[config.mk]
export PLATFORM = sky130hd
export DESIGN_NAME = hangman_match_ctrl_flat
export DESIGN_NICKNAME = d
export VERILOG_FILES = /design/src/rtl/hangman_pkg.sv /design/src/rtl/hangman_match_ctrl_if.sv /design/src/rtl/hangman_edge_sync.sv /design/src/rtl/hangman_match_ctrl.sv /design/src/flat_wrapper.sv
export SDC_FILE = /design/constraint.sdc
export NUM_CORES = 1
export LEC_CHECK = 0
export BUFFER_PORTS_ARGS = -buffer_cell sky130_fd_sc_hd__buf_2
export CORE_ASPECT_RATIO = 1.2
export CORE_UTILIZATION = 30
export CTS_CLUSTER_DIAMETER = 40
export DETAILED_ROUTE_END_ITERATION = 10
export GPL_TIMING_DRIVEN = 1
export PLACE_DENSITY = 0.45
export SETUP_SLACK_MARGIN = 0.1
export SYNTH_ARGS = -nofsm -noshare
export SYNTH_HDL_FRONTEND = slang
export SYNTH_SLANG_ARGS = --single-unit
[constraint.sdc]
create_clock -name clock -period 3.6 [get_ports clock]
set_clock_uncertainty 0.1 [all_clocks]
set_input_delay 0 -clock clock [delete_from_list [all_inputs] [get_ports clock]]
set_output_delay 0 -clock clock [all_outputs]
set_load 0.05 [all_outputs]
[src/rtl/hangman_pkg.sv]
// Shared types and constants for the hangman match controller.
package hangman_pkg;

  localparam int unsigned LETTER_W    = 5;
  localparam int unsigned LETTER_MAX  = 26;
  localparam int unsigned SCORE_W     = 4;
  localparam int unsigned WORD_PULSES = 7;
  localparam logic [LETTER_W-1:0] FORCED_MISS = 5'b11111;

  typedef enum logic [2:0] {
    IDLE,
    CLR,
    SET,
    GUESS,
    RESULT,
    DONE
  } state_e;

  // One letter request heading for the game core.
  typedef struct packed {
    logic                vld;
    logic [LETTER_W-1:0] letter;
  } fwd_t;

  function automatic logic letter_ok(input logic [LETTER_W-1:0] l);
    return (l != '0) && (l <= LETTER_W'(LETTER_MAX));
  endfunction

  function automatic logic [SCORE_W-1:0] sat_inc(input logic [SCORE_W-1:0] s);
    return (s == '1) ? s : s + 1'b1;
  endfunction

  // 01 = p0 ahead, 10 = p1 ahead, 11 = level.
  function automatic logic [1:0] match_winner(input logic [SCORE_W-1:0] s0,
                                               input logic [SCORE_W-1:0] s1);
    if (s0 > s1)      return 2'b01;
    else if (s1 > s0) return 2'b10;
    else              return 2'b11;
  endfunction

endpackage

[src/rtl/hangman_match_ctrl_if.sv]
// Controller <-> game-core link: core reset, letter/confirm forward, result levels.
interface hangman_match_ctrl_if;
  import hangman_pkg::*;

  logic                core_resetn;
  logic [LETTER_W-1:0] core_letter;
  logic                core_confirm;
  logic                core_win;
  logic                core_lose;

  modport master (
    output core_resetn, core_letter, core_confirm,
    input  core_win, core_lose
  );

  modport slave (
    input  core_resetn, core_letter, core_confirm,
    output core_win, core_lose
  );
endinterface

[src/rtl/hangman_edge_sync.sv]
// Two-flop synchronizer on an asynchronous button level plus rising-edge detect.
module hangman_edge_sync (
  input  logic clock,
  input  logic Resetn,
  input  logic async_in,
  output logic rise_c
);

  logic meta_q, sync_q, prev_q;

  always_ff @(posedge clock or negedge Resetn) begin
    if (!Resetn) begin
      meta_q <= 1'b0;
      sync_q <= 1'b0;
      prev_q <= 1'b0;
    end else begin
      meta_q <= async_in;
      sync_q <= meta_q;
      prev_q <= sync_q;
    end
  end

  assign rise_c = sync_q & ~prev_q;

endmodule

[src/rtl/hangman_match_ctrl.sv]
// Two-player hangman match sequencer: word setting, guessing, scoring over ROUNDS rounds.
// Optional guess-idle forced miss is built when HANGMAN_TIMEOUT_EN is defined.
module hangman_match_ctrl
  import hangman_pkg::*;
#(
  parameter int unsigned ROUNDS         = 5,
  parameter int unsigned TIMEOUT_CYCLES = 50_000_000
) (
  input  logic                 clock,
  input  logic                 Resetn,
  input  logic [LETTER_W-1:0]  p0_letter,
  input  logic                 p0_confirm,
  input  logic [LETTER_W-1:0]  p1_letter,
  input  logic                 p1_confirm,
  hangman_match_ctrl_if.master core,
  output logic                 setter,
  output logic [SCORE_W-1:0]   score0,
  output logic [SCORE_W-1:0]   score1,
  output logic [SCORE_W-1:0]   round,
  output logic                 match_done,
  output logic [1:0]           winner
);

  logic                p0_rise_c, p1_rise_c;
  logic                act_is_p1_c, act_rise_c, core_result_c;
  logic [LETTER_W-1:0] act_letter_c;
  fwd_t                req_c;

  state_e              state_q, state_d;
  logic                core_resetn_q, core_resetn_d;
  logic                core_confirm_q, core_confirm_d;
  logic [LETTER_W-1:0] core_letter_q, core_letter_d;
  fwd_t                pend_q, pend_d;
  logic                setter_q, setter_d;
  logic [SCORE_W-1:0]  score0_q, score0_d, score1_q, score1_d, round_q, round_d;
  logic                match_done_q, match_done_d;
  logic [1:0]          winner_q, winner_d;
  logic [2:0]          cnt_q, cnt_d;
  logic                res_win_q, res_win_d;

`ifdef HANGMAN_TIMEOUT_EN
  localparam int unsigned TMR_W = (TIMEOUT_CYCLES > 1) ? $clog2(TIMEOUT_CYCLES) : 1;
  logic [TMR_W-1:0] tmr_q, tmr_d;
  logic             tmo_c;
`endif

  hangman_edge_sync u_sync_p0 (
    .clock    (clock),
    .Resetn   (Resetn),
    .async_in (p0_confirm),
    .rise_c   (p0_rise_c)
  );

  hangman_edge_sync u_sync_p1 (
    .clock    (clock),
    .Resetn   (Resetn),
    .async_in (p1_confirm),
    .rise_c   (p1_rise_c)
  );

  assign core_result_c = core.core_win | core.core_lose;

  // Setter owns the buttons in SET, the other player in GUESS.
  always_comb begin
    act_is_p1_c  = (state_q == GUESS) ? ~setter_q : setter_q;
    act_rise_c   = act_is_p1_c ? p1_rise_c : p0_rise_c;
    act_letter_c = act_is_p1_c ? p1_letter : p0_letter;
    req_c.letter = act_letter_c;
    req_c.vld    = act_rise_c && letter_ok(act_letter_c) &&
                   ((state_q == SET) || ((state_q == GUESS) && !core_result_c));
`ifdef HANGMAN_TIMEOUT_EN
    if (!req_c.vld && tmo_c) req_c = '{vld: 1'b1, letter: FORCED_MISS};
`endif
  end

  always_comb begin
    state_d        = state_q;
    core_confirm_d = 1'b0;
    core_letter_d  = core_letter_q;
    pend_d         = pend_q;
    setter_d       = setter_q;
    score0_d       = score0_q;
    score1_d       = score1_q;
    round_d        = round_q;
    match_done_d   = match_done_q;
    winner_d       = winner_q;
    cnt_d          = cnt_q;
    res_win_d      = res_win_q;

    case (state_q)
      IDLE:   if (p0_rise_c || p1_rise_c) state_d = CLR;
      CLR: begin
        cnt_d   = '0;
        state_d = SET;
      end
      SET: if (req_c.vld) begin
        cnt_d = cnt_q + 1'b1;
        if (cnt_q == 3'(WORD_PULSES - 1)) state_d = GUESS;
      end
      GUESS: if (core_result_c) begin
        res_win_d = core.core_win;
        state_d   = RESULT;
      end
      RESULT: begin
        // A win scores for the guesser (~setter), a loss for the setter.
        if (res_win_q ^ setter_q) score1_d = sat_inc(score1_q);
        else                      score0_d = sat_inc(score0_q);
        if (round_q == SCORE_W'(ROUNDS)) begin
          state_d = DONE;
        end else begin
          round_d  = round_q + 1'b1;
          setter_d = ~setter_q;
          state_d  = CLR;
        end
      end
      DONE:    ;
      default: state_d = IDLE;
    endcase

    if (state_d == DONE) begin
      match_done_d = 1'b1;
      winner_d     = match_winner(score0_d, score1_d);
    end

    // Keep a cycle gap between core confirms; a colliding request waits one cycle.
    if ((state_q == SET) || (state_q == GUESS)) begin
      if (core_confirm_q) begin
        if (req_c.vld) pend_d = req_c;
      end else if (pend_q.vld) begin
        core_confirm_d = 1'b1;
        core_letter_d  = pend_q.letter;
        pend_d         = req_c;
      end else if (req_c.vld) begin
        core_confirm_d = 1'b1;
        core_letter_d  = req_c.letter;
      end
    end else begin
      pend_d = '0;
    end

    core_resetn_d = (state_d != CLR);
  end

`ifdef HANGMAN_TIMEOUT_EN
  assign tmo_c = (state_q == GUESS) && !core_result_c &&
                 (tmr_q == TMR_W'(TIMEOUT_CYCLES - 1));

  // Guess-idle timer restarts on every letter sent to the core.
  always_comb begin
    tmr_d = tmr_q + 1'b1;
    if ((state_q != GUESS) || core_confirm_d) tmr_d = '0;
  end

  always_ff @(posedge clock or negedge Resetn) begin
    if (!Resetn) tmr_q <= '0;
    else         tmr_q <= tmr_d;
  end
`else
  // Parameter has no effect when the timeout is compiled out.
  logic unused_timeout_cfg;
  assign unused_timeout_cfg = ^32'(TIMEOUT_CYCLES);
`endif

  always_ff @(posedge clock or negedge Resetn) begin
    if (!Resetn) begin
      state_q        <= IDLE;
      core_resetn_q  <= 1'b0;
      core_confirm_q <= 1'b0;
      core_letter_q  <= '0;
      pend_q         <= '0;
      setter_q       <= 1'b0;
      score0_q       <= '0;
      score1_q       <= '0;
      round_q        <= SCORE_W'(1);
      match_done_q   <= 1'b0;
      winner_q       <= 2'b00;
      cnt_q          <= '0;
      res_win_q      <= 1'b0;
    end else begin
      state_q        <= state_d;
      core_resetn_q  <= core_resetn_d;
      core_confirm_q <= core_confirm_d;
      core_letter_q  <= core_letter_d;
      pend_q         <= pend_d;
      setter_q       <= setter_d;
      score0_q       <= score0_d;
      score1_q       <= score1_d;
      round_q        <= round_d;
      match_done_q   <= match_done_d;
      winner_q       <= winner_d;
      cnt_q          <= cnt_d;
      res_win_q      <= res_win_d;
    end
  end

  assign core.core_resetn  = core_resetn_q;
  assign core.core_confirm = core_confirm_q;
  assign core.core_letter  = core_letter_q;
  assign setter            = setter_q;
  assign score0            = score0_q;
  assign score1            = score1_q;
  assign round             = round_q;
  assign match_done        = match_done_q;
  assign winner            = winner_q;

endmodule
[src/flat_wrapper.sv]
// flat-port wrapper written by rule: the top's interface ports become plain ports
module hangman_match_ctrl_flat import hangman_pkg::*;
#(
  parameter int unsigned ROUNDS         = 5,
  parameter int unsigned TIMEOUT_CYCLES = 50_000_000
)
  (clock, Resetn, p0_letter, p0_confirm, p1_letter, p1_confirm, setter, score0, score1, round, match_done, winner, core_core_resetn, core_core_letter, core_core_confirm, core_core_win, core_core_lose);
  hangman_match_ctrl_if core_i ();
  input  logic clock;
  input  logic Resetn;
  input  logic [LETTER_W-1:0] p0_letter;
  input  logic p0_confirm;
  input  logic [LETTER_W-1:0] p1_letter;
  input  logic p1_confirm;
  output logic setter;
  output logic [SCORE_W-1:0] score0;
  output logic [SCORE_W-1:0] score1;
  output logic [SCORE_W-1:0] round;
  output logic match_done;
  output logic [1:0] winner;
  output wire logic [$bits(core_i.core_resetn)-1:0] core_core_resetn;
  output wire logic [$bits(core_i.core_letter)-1:0] core_core_letter;
  output wire logic [$bits(core_i.core_confirm)-1:0] core_core_confirm;
  input wire logic [$bits(core_i.core_win)-1:0] core_core_win;
  input wire logic [$bits(core_i.core_lose)-1:0] core_core_lose;
  assign core_core_resetn = core_i.core_resetn;
  assign core_core_letter = core_i.core_letter;
  assign core_core_confirm = core_i.core_confirm;
  assign core_i.core_win = core_core_win;
  assign core_i.core_lose = core_core_lose;
  hangman_match_ctrl #(.ROUNDS(ROUNDS), .TIMEOUT_CYCLES(TIMEOUT_CYCLES)) u_core (.clock(clock), .Resetn(Resetn), .p0_letter(p0_letter), .p0_confirm(p0_confirm), .p1_letter(p1_letter), .p1_confirm(p1_confirm), .core(core_i), .setter(setter), .score0(score0), .score1(score1), .round(round), .match_done(match_done), .winner(winner));
endmodule
==> results of run 1 <==
[state kept, by name, summed over array words and instances (netlist names), 2 cells and up]
name,flops
u_core.winner,2
u_core.cnt_q,3
u_core.score1,4
u_core.core.core_letter,5
u_core.round,4
u_core.pend_q,6
u_core.state_q,3
u_core.score0,4
[cell usage in the layout, fill, tap and decap left out, types with 2 or more instances in the layout]
cell type and n:
sky130_fd_sc_hd__o22ai_1 5, sky130_fd_sc_hd__inv_1 9, sky130_fd_sc_hd__mux2i_1 18, sky130_fd_sc_hd__nand2_1 30, sky130_fd_sc_hd__nor2b_1 3, sky130_fd_sc_hd__buf_4 2, sky130_fd_sc_hd__o21ai_0 7, sky130_fd_sc_hd__dlygate4sd3_1 6
sky130_fd_sc_hd__buf_2 38, sky130_fd_sc_hd__o2bb2ai_1 2, sky130_fd_sc_hd__o211ai_1 2, sky130_fd_sc_hd__ha_1 10, sky130_fd_sc_hd__nand3_1 4, sky130_fd_sc_hd__nand2b_1 12, sky130_fd_sc_hd__a21oi_1 11, sky130_fd_sc_hd__xnor2_1 8
sky130_fd_sc_hd__nor2_1 14, sky130_fd_sc_hd__dfrtp_1 41, sky130_fd_sc_hd__clkbuf_8 6, sky130_fd_sc_hd__nor3_1 3, sky130_fd_sc_hd__mux2_2 2, sky130_fd_sc_hd__nand4_1 2
[logic make-up after synthesis]
kind of cell	after synthesis
fa+ha+maj	11
xor+xnor	9
compound gates	39
flops	42
mux	21
simple gates	75
buf+inv	16
[worst paths after layout]
path,startpoint,to,slack [ps],cells after the start
worst max-delay path,u_core.state_q[0]$_DFF_PN0_,u_core.winner[1]$_DFFE_PN0N_,870,11
worst min-delay path,p1_letter[1],u_core.core.core_letter[1]$_DFFE_PN0P_,70,5
worst max register to register,u_core.state_q[0]$_DFF_PN0_,u_core.winner[1]$_DFFE_PN0N_,870,11
worst min register to register,u_core.u_sync_p0.meta_q$_DFF_PN0_,u_core.u_sync_p0.sync_q$_DFF_PN0_,260,0
max in group asynchronous,Resetn,u_core.cnt_q[2]$_DFFE_PN0P_,2520,2
min in group asynchronous,Resetn,u_core.core.core_letter[2]$_DFFE_PN0P_,270,2
[worst max-delay path, delay by kind of cell, from the launching register on]
family | cells | cell delay, ps
flops | 1 | 530
compound gates | 4 | 520
mux | 1 | 290
fa+ha+maj | 1 | 280
simple gates | 5 | 920
[what timing repair did]
item	CTS	global route
hold buffers	6	0
endpoints found under the hold margin	45	0
setup endpoints to repair	0	0
[through the flow]
| stage | instance area (um^2) | worst slack, ps | hold WS, ps | instances |
|---|---|---|---|---|
| CTS | 2630 | 844 | 70.1 | 347 |
| detailed placement | 2470 | 846 | 11.7 | 333 |
| floorplan | 2200 | 928 | -396 | 213 |
| global route | 2630 | 535 | 108 | 347 |
| global placement | 2470 | 897 | 8.67 | 333 |
| finish | 2630 | 870 | 68.7 | 347 |
[routing by layer]
| metal | up-vias | part of all wire [%] | global-route usage, % | wire [um] |
|---|---|---|---|---|
| li1 | 827 | - | - | - |
| met1 | 790 | 44 | 17.3 | 2120 |
| met2 | 34 | 50 | 24.2 | 2400 |
| met3 | 10 | 3.0 | 3.22 | 144 |
| met4 | 0 | 2.1 | 5.80 | 102 |
| met5 | - | 0 | 0 | 0 |
[power groups by stage]
stage          logic, mW  clock network (mW)  registers [mW]
5_1_grt             1.22               0.371           0.803
3_5_place_dp        1.10                   0           0.785
3_3_place_gp        1.10                   0           0.784
4_1_cts             1.12               0.353           0.778
2_1_floorplan      0.596                   0            1.04
6_report            1.11               0.336           0.777
[layout make-up]
class / instances / area share [%]
multi-input cells: 155 / 40.7
flip-flops and latches: 42 / 40.0
repair buffers: 46 / 10.1
well taps: 87 / 4.14
clock buffers: 6 / 3.14
inverters: 9 / 1.29
clock inverters: 2 / 0.619
==> flow_metrics.tcl, run 1 <==
set metrics [dict create \
    area_of_the_multi_input_gates_um2 1070 \
    power.share.switching_pct 47.9 \
    floorplan.initialDensity_pct 31.7 \
    crit_path_top_delay_cell "sky130_fd_sc_hd__dfrtp_1" \
    timing.final.hold_violations 0 \
    xor_xnor_fraction_of_synth_area_pct 3.93 \
    net_switching_power_of_the_design_mw 1.06 \
    diodes 0 \
    routedWlPerCell_um 13.7 \
    timing_worst_setup_path_type "reg -> reg" \
    gp_congestion 0.764 \
    grt_start_max_net_pins 43 \
    std_cell_rows 33 \
    fin_util_pct 37.9 \
    floorplan.die.width_um 80.1 \
    drt-total-wl_um 4770 \
    crit_path_end_kind "flip-flop" \
    cp.required_ps 3730 \
    worst_slew_margin_rel_pct 36.8 \
    gr-usage-all-layers_pct 14.2 \
    cts_tree "done" \
    design.core.area_um2 6940 \
    synth.top_cells.by_area "sky130_fd_sc_hd__dfrtp_1 47%, sky130_fd_sc_hd__mux2i_1 8.2%, sky130_fd_sc_hd__ha_1 5.7%" \
    globalRoute.totalOverflow 0 \
    antenna_left 0 \
    cp_common_cell "sky130_fd_sc_hd__o21ai_0" \
    fraction_of_synthesized_area_in_multiplexers_pct 9.91 \
    detailed_place_hpwl_um 3580 \
    finalSetupViolations 0 \
    synth_simple_gate_area_share_pct 16.9 \
    synth.largest_area_cell "sky130_fd_sc_hd__dfrtp_1" \
    detail_route.drc_violations 0 \
    syn_nets 239 \
    clkSlewWorstSetupHoldPaths_ps 90 \
    power_density_nw_per_um2 845 \
    synth_most_common_cell "sky130_fd_sc_hd__dfrtp_1" \
    critPathMaxFanout 12 \
    detailedRoute.firstIterationViolations 49 \
    fmax_mhz 366 \
    synth_largest_type_area_fraction_pct 46.7 \
    net_count_reported_at_finish 285 \
    clock_power_share_pct 15.2 \
    drt_pass1_iterations 4 \
    synth.cell_area_um2 2200 \
    numClockSinks 42 \
    power.static_leakage_nw 1.33 \
    avgSynthCellArea_um2 10.3 \
    worst-endpoint-arrival_ps 2860 \
    max_stage_delay_ps 530 \
    clock_insertion_delay_worst_skew_ps 300 \
    ffs_w_async_s_r_synth_pct 100 \
    synth_ff_type "sky130_fd_sc_hd__dfrtp_1" \
    cts-root-to-sink-buffers 2 \
    largest_family_of_logic_cells_by_synthesized_area "simple AND/OR/NAND/NOR gates" \
    yosys_register_bits 42 \
    number_of_antenna_violations_at_the_first_check_in_global_routing 0 \
    syn-instance-count 213 \
    post_drt_via_cell_ratio 4.79 \
    rsz_0062_raised_after_global_routing "false" \
    synth_compound_gate_area_share_pct 11.7 \
    cap_viol_max_count 0 \
    first_pass_grt_wire_length_um 8240 \
    ir_worst_vdd_mv 0.349 \
    synth-adder-area-share_pct 6.21 \
    synth-warning-count 0 \
    final_worst_path_cycle_share_pct 75.8 \
    final_max_slew_viol_count 0 \
    timing.critical_path.cells "nor2_1, and3_1, nand2_1, mux2_2, ha_1, nor2b_1, o21ai_0, nand2b_1, a21oi_1, a41oi_1, o21ai_0" \
    areaGrowthSynthToFinish_pct 19.7 \
    synth_top_cells_by_count "41 x sky130_fd_sc_hd__dfrtp_1, 30 x sky130_fd_sc_hd__nand2_1, 18 x sky130_fd_sc_hd__mux2i_1, 14 x sky130_fd_sc_hd__nor2_1, 12 x sky130_fd_sc_hd__nand2b_1" \
    power.internal_mw 1.16 \
    post_route_cells_drive_above_1_share_pct 23.1 \
    synth.lib_cells_used.distinct 43 \
    run_status "completed" \
    power_frac_seq_pct 35.0 \
    cts_buffers 5 \
    flip_flop_and_latch_area_um2 1050 \
    htreeDepth 2 \
    min_path_type "in -> reg" \
    final.setup.tns_ps 0 \
    max_slew.worst_pin.slew_ps 948 \
    number_of_enable_type_register_cells_in_the_synthesized_netlist 0 \
    nFillCells 728 \
    floorplan_die_area_um2 7670 \
    chipHeight_um 95.7 \
    vias 1661 \
    totalPowerFinal_mw 2.22 \
    grt_pass1_vias 1732 \
    post-cts-setup-buffer-count 0 \
    ios 39 \
    cts-resized-gates 0 \
    period_minus_slack_ps 2730 \
    share_comb_of_total_power_pct 49.8 \
    worst_setup_path_start_kind "flip-flop" \
    yosysSeqAreaShare_pct 47.9 \
    port_buffers 38 \
    clock_tree.root_cell "sky130_fd_sc_hd__clkbuf_8" \
]
(Power assumes the default switching activity.)
==> inputs of run 2 (changes only) <==
--- a/config.mk
+++ b/config.mk
@@ -11,7 +11,7 @@
 export CTS_CLUSTER_DIAMETER = 40
 export DETAILED_ROUTE_END_ITERATION = 10
 export GPL_TIMING_DRIVEN = 1
-export PLACE_DENSITY = 0.45
+export PLACE_DENSITY = 0.47
 export SETUP_SLACK_MARGIN = 0.1
 export SYNTH_ARGS = -nofsm -noshare
 export SYNTH_HDL_FRONTEND = slang
==> constraint.sdc (replaced) <==
create_clock -name clock -period 2.44 [get_ports clock]
set_clock_uncertainty 0.1 [all_clocks]
set_input_delay 0 -clock clock [delete_from_list [all_inputs] [get_ports clock]]
set_output_delay 0 -clock clock [all_outputs]
set_load 0.05 [all_outputs]
==> flow_metrics.tcl, run 2 (synthesis results as in run 1) <==
set metrics [dict create \
    grt_pass1_vias 1769 \
    diodes 0 \
    cp.required_ps 2500 \
    min_path_type "in -> reg" \
    most-common-layout-cells "38 x sky130_fd_sc_hd__buf_2, 36 x sky130_fd_sc_hd__dfrtp_1, 28 x sky130_fd_sc_hd__nand2_1, 17 x sky130_fd_sc_hd__mux2i_1, 14 x sky130_fd_sc_hd__buf_4" \
    max_slew.worst_pin.slew_ps 757 \
    floorplan.initialDensity_pct 31.7 \
    numClockSinks 42 \
    floorplan_die_area_um2 7670 \
    floorplan.die.width_um 80.1 \
    fmax_mhz 430 \
    power.static_leakage_nw 1.41 \
    dp.cells 342 \
    cp_common_cell "sky130_fd_sc_hd__o21ai_1" \
    cap_viol_max_count 0 \
    critPathMaxFanout 2 \
    period_minus_slack_ps 2320 \
    max_stage_delay_ps 510 \
    drt_pass1_iterations 4 \
    timing.reg2reg.setup_slack_ps 120 \
    registers.top_by_ff_count "u_core.pend_q" \
    detail_route.drc_violations 0 \
    detailed_place_hpwl_um 3620 \
    timing.critical_path.cells "xnor2_4, and3_4, nand2_4, mux2_4, ha_4, nor2b_4, o21ai_1, nand2b_1, a21oi_2, a41oi_2, o21ai_1" \
    timing.final.hold_violations 0 \
    clock_insertion_delay_worst_skew_ps 290 \
    timing_worst_setup_path_type "reg -> reg" \
    run_status "completed" \
    cts_tree "done" \
    design.core.area_um2 6940 \
    worst_path_dominant_cell_family "flip-flops" \
    layout.cell_area.non_filler_um2 2830 \
    detailedRoute.firstIterationViolations 38 \
    vias 1722 \
    crit_path_buf_inv_count 0 \
    drt-total-wl_um 4750 \
    htreeDepth 2 \
    rsz_0062_raised_after_global_routing "true" \
    post_route_cells_drive_above_1_share_pct 32.7 \
    crit_path_top_delay_cell "sky130_fd_sc_hd__dfrtp_4" \
    ios 39 \
    worst_setup_path_start_kind "flip-flop" \
    terminating_pin_of_the_worst_hold_path "u_core.pend_q[2]$_DFFE_PN0P_" \
    final-instance-count-excl-fill 359 \
    gr-usage-all-layers_pct 14.3 \
    clkSlewWorstSetupHoldPaths_ps 80 \
    antenna_left 0 \
    min_from "p1_letter[2]" \
    layout.cells.most_common "sky130_fd_sc_hd__buf_2" \
    rr_worst_depth 11 \
    finalSetupViolations 0 \
    reg2reg_from "u_core.setter$_DFFE_PN0P_" \
    r2r-end "u_core.winner[1]$_DFFE_PN0N_" \
    first_pass_grt_wire_length_um 8310 \
    net_count_reported_at_finish 297 \
    std_cell_rows 33 \
    routedWlPerCell_um 13.2 \
    clock_tree.root_cell "sky130_fd_sc_hd__clkbuf_8" \
    startpoint "u_core.setter$_DFFE_PN0P_" \
    post_drt_via_cell_ratio 4.80 \
    place_area_um2 2580 \
    chipHeight_um 95.7 \
    worst-endpoint-arrival_ps 2390 \
    cts-root-to-sink-buffers 2 \
    worst_slew_margin_rel_pct 49.6 \
    gp_congestion 0.728 \
    number_of_antenna_violations_at_the_first_check_in_global_routing 0 \
    final_max_slew_viol_count 0 \
    ir_worst_vdd_mv 0.528 \
    min_path_cells 4 \
    fin_worst_hold_slack_ps 86.7 \
    grt_start_max_net_pins 34 \
    totalPowerFinal_mw 3.62 \
    power_density_nw_per_um2 1280 \
    globalRoute.totalOverflow 0 \
    cts_buffers 5 \
    areaGrowthSynthToFinish_pct 28.7 \
    port_buffers 38 \
    crit_path_end_kind "flip-flop" \
    largest_register_ffs 6 \
    final_worst_path_cycle_share_pct 95.3 \
]
[run 2: stage by stage]
step                      util (%)  setup WS [ps]  setup TNS, ps
after CTS                     39.5            100              0
final                         40.7            116              0
after floorplan                  -            100              0
after global routing          40.7          -27.7          -27.7
after detailed placement      37.2            109              0
after global placement        37.2            110              0
[run 2: power by group]
part | leakage [nW] | total [mW] | internal, mW | switching (mW)
Combinational | 0.818 | 2.05 | 0.829 | 1.23
Sequential | 0.539 | 1.10 | 0.910 | 0.189
Clock | 0.0482 | 0.468 | 0.229 | 0.239
[run 2: per-layer routing]
metal / part of all wire [%] / GRT usage [%]
met1: 46 / 16.8
met2: 49 / 25.3
met3: 3.3 / 3.03
met4: 1.6 / 5.36
met5: 0 / 0
[run 2: final cells by class]
| type | instances | area [um^2] |
|---|---|---|
| Multi-Input combinational cell | 155 | 1170 |
| Clock buffer | 7 | 86.3 |
| Tap cell | 87 | 109 |
| Clock inverter | 1 | 5.00 |
| Fill cell | 707 | 4110 |
| Timing Repair Buffer | 58 | 355 |
| Sequential cell | 42 | 1060 |
| Inverter | 9 | 33.8 |
[run 2: worst max path at each step]
stage	end	slack, ps	cells after the start
after floorplan	u_core.winner[1]$_DFFE_PN0N_	100	11
after global placement	u_core.winner[1]$_DFFE_PN0N_	110	11
after detailed placement	u_core.winner[1]$_DFFE_PN0N_	110	11
after CTS	u_core.winner[1]$_DFFE_PN0N_	100	12
after global routing	u_core.winner[1]$_DFFE_PN0N_	-30	11
final	u_core.winner[1]$_DFFE_PN0N_	120	11
[run 2: repair_timing]
| item | 4_1_cts | 5_1_grt |
|---|---|---|
| hold buffers | 6 | 0 |
| gates resized for setup | 0 | 13 |
| cloned | 0 | 0 |
| endpoints found under the setup margin | 1 | 3 |
| setup buffers | 1 | 2 |
| pin swaps | 0 | 5 |
| hold endpoints to repair | 35 | 0 |
[run 2: worst register-to-register path: stages (launching register included)]
cell	delay, ps
sky130_fd_sc_hd__dfrtp_4	510
sky130_fd_sc_hd__xnor2_4	170
sky130_fd_sc_hd__and3_4	220
sky130_fd_sc_hd__nand2_4	50
sky130_fd_sc_hd__mux2_4	310
sky130_fd_sc_hd__ha_4	270
sky130_fd_sc_hd__nor2b_4	120
sky130_fd_sc_hd__o21ai_1	60
sky130_fd_sc_hd__nand2b_1	90
sky130_fd_sc_hd__a21oi_2	70
sky130_fd_sc_hd__a41oi_2	150
sky130_fd_sc_hd__o21ai_1	70
==> inputs of run 3 (changes only) <==
--- a/config.mk
+++ b/config.mk
@@ -11,6 +11,7 @@
 export CTS_CLUSTER_DIAMETER = 40
 export DETAILED_ROUTE_END_ITERATION = 10
 export GPL_TIMING_DRIVEN = 1
+export MAX_ROUTING_LAYER = met4
 export PLACE_DENSITY = 0.47
 export SETUP_SLACK_MARGIN = 0.1
 export SYNTH_ARGS = -nofsm -noshare
==> flow_metrics.tcl, run 3 (synthesis results as in run 1) <==
set metrics [dict create \
    run_status "completed" \
    power.internal_mw 1.97 \
    floorplan.initialDensity_pct 31.7 \
    post_route_cells_drive_above_1_share_pct 32.7 \
    cp.required_ps 2510 \
    largest_register_ffs 6 \
    cts-root-to-sink-buffers 2 \
    worst_setup_path_start_kind "flip-flop" \
    final_worst_path_cycle_share_pct 95.2 \
    chipHeight_um 95.7 \
    final.setup.tns_ps 0 \
    clock_power_share_pct 13.1 \
    min_path_type "in -> reg" \
    power.share.switching_pct 45.8 \
    worst-endpoint-arrival_ps 2390 \
    most-common-layout-cells "38 x sky130_fd_sc_hd__buf_2, 36 x sky130_fd_sc_hd__dfrtp_1, 28 x sky130_fd_sc_hd__nand2_1, 17 x sky130_fd_sc_hd__mux2i_1, 14 x sky130_fd_sc_hd__buf_4" \
    place_area_um2 2580 \
    rsz_0062_raised_after_global_routing "true" \
    detailedRoute.firstIterationViolations 66 \
    htreeDepth 2 \
    power_density_nw_per_um2 1290 \
    floorplan.die.width_um 80.1 \
    clkSlewWorstSetupHoldPaths_ps 90 \
    drt_pass1_iterations 4 \
    gp_congestion 0.737 \
    gr-usage-all-layers_pct 14.7 \
    layout.cells.most_common "sky130_fd_sc_hd__buf_2" \
    first_pass_grt_wire_length_um 8300 \
    fmax_mhz 431 \
    cp_common_cell "sky130_fd_sc_hd__o21ai_1" \
    dpl_worst_slack_ps 109 \
    port_buffers 38 \
    diodes 0 \
    detailed_place_hpwl_um 3620 \
    totalPowerFinal_mw 3.63 \
    std_cell_rows 33 \
    power.static_leakage_nw 1.41 \
    timing_worst_setup_path_type "reg -> reg" \
    globalRoute.totalOverflow 0 \
    layout.cell_area.non_filler_um2 2830 \
    cap_viol_max_count 0 \
    final_max_slew_viol_count 0 \
    net_count_reported_at_finish 297 \
    critPathMaxFanout 2 \
    final_worst_path_setup_slack_ps 118 \
    ios 39 \
    dp.cells 342 \
    timing.critical_path.cells "xnor2_4, and3_4, nand2_4, mux2_4, ha_4, nor2b_4, o21ai_1, nand2b_1, a21oi_2, a41oi_2, o21ai_1" \
    post_drt_via_cell_ratio 4.75 \
    floorplan_die_area_um2 7670 \
    share_comb_of_total_power_pct 56.6 \
    max_stage_delay_ps 510 \
    design.core.area_um2 6940 \
    number_of_antenna_violations_at_the_first_check_in_global_routing 0 \
    crit_path_end_kind "flip-flop" \
    max_slew.worst_pin.slew_ps 756 \
    power_frac_seq_pct 30.2 \
    areaGrowthSynthToFinish_pct 28.7 \
    registers.top_by_ff_count "u_core.pend_q" \
    timing.final.hold_violations 0 \
    worst_slew_margin_rel_pct 49.6 \
    clock_insertion_delay_worst_skew_ps 300 \
    cts_tree "done" \
    net_switching_power_of_the_design_mw 1.67 \
    clock_tree.root_cell "sky130_fd_sc_hd__clkbuf_8" \
    finalSetupViolations 0 \
    grt_pass1_vias 1762 \
    crit_path_top_delay_cell "sky130_fd_sc_hd__dfrtp_4" \
    ir_worst_vdd_mv 0.533 \
    routedWlPerCell_um 13.4 \
    detail_route.drc_violations 0 \
    grt_start_max_net_pins 34 \
    antenna_left 0 \
    numClockSinks 42 \
    drt-total-wl_um 4810 \
    final-instance-count-excl-fill 359 \
    cts_buffers 5 \
    vias 1707 \
    period_minus_slack_ps 2320 \
]
run 3: cell counts in the layout (fill, tap and decap cells not counted):
No cell type changed its count.
run 3: what timing repair did:
item                                    4_1_cts  5_1_grt
setup buffers                                 1        2
pin swaps                                     0        5
resized for setup                             0       13
endpoints found under the setup margin        1        3
hold buffers                                  6        0
hold endpoints to repair                     35        0
run 3: critical path, delay by kind of cell (launching register included):
kind | cells | cell delay [ps]
and+or+nand+nor | 4 | 480
xor gates and xnor gates | 1 | 170
AOI/OAI and AO/OA | 4 | 350
muxes | 1 | 310
DFF | 1 | 510
adders and majority gates | 1 | 270
run 3: path summary, 6_finish.rpt:
| kind | startpoint | end | slack (ps) | cells past startpoint |
|---|---|---|---|---|
| worst max-delay path | u_core.setter$_DFFE_PN0P_ | u_core.winner[1]$_DFFE_PN0N_ | 120 | 11 |
| worst min-delay path | p1_letter[2] | u_core.pend_q[2]$_DFFE_PN0P_ | 80 | 4 |
| worst max register to register | u_core.setter$_DFFE_PN0P_ | u_core.winner[1]$_DFFE_PN0N_ | 120 | 11 |
| worst min register to register | u_core.u_sync_p1.meta_q$_DFF_PN0_ | u_core.u_sync_p1.sync_q$_DFF_PN0_ | 250 | 0 |
| max in group asynchronous | Resetn | u_core.cnt_q[2]$_DFFE_PN0P_ | 1410 | 3 |
| min in group asynchronous | Resetn | u_core.score1[1]$_DFF_PN0_ | 200 | 2 |
run 3: power groups by stage:
| stage | Sequential [mW] | Clock [mW] | Combinational, mW |
|---|---|---|---|
| after detailed placement | 1.10 | 0 | 1.90 |
| after floorplan | 1.56 | 0 | 0.930 |
| after CTS | 1.09 | 0.490 | 1.93 |
| after global routing | 1.14 | 0.519 | 2.26 |
| after global placement | 1.10 | 0 | 1.89 |
| final | 1.10 | 0.477 | 2.06 |
run 3: cell type report:
class	instances	area, um^2
Timing Repair Buffer	58	355
Tap cell	87	109
Inverter	9	33.8
Clock buffer	7	86.3
Multi-Input combinational cell	155	1170
Fill cell	707	4110
Clock inverter	1	5.00
Sequential cell	42	1060
run 3: layer usage:
metal	track usage, %	part of all wire [%]	vias up
li1	-	-	852
met1	16.9	46	818
met5	-	0	-
met2	25.3	49	31
met4	5.36	1.9	0
met3	3.13	3.1	6
run 3: metrics by stage:
stage	hold slack (ps)	utilization, %
detailed placement	9.68	37.2
global placement	8.60	37.2
CTS	77.4	39.5
finish	77.6	40.7
floorplan	-396	-
global route	127	40.7
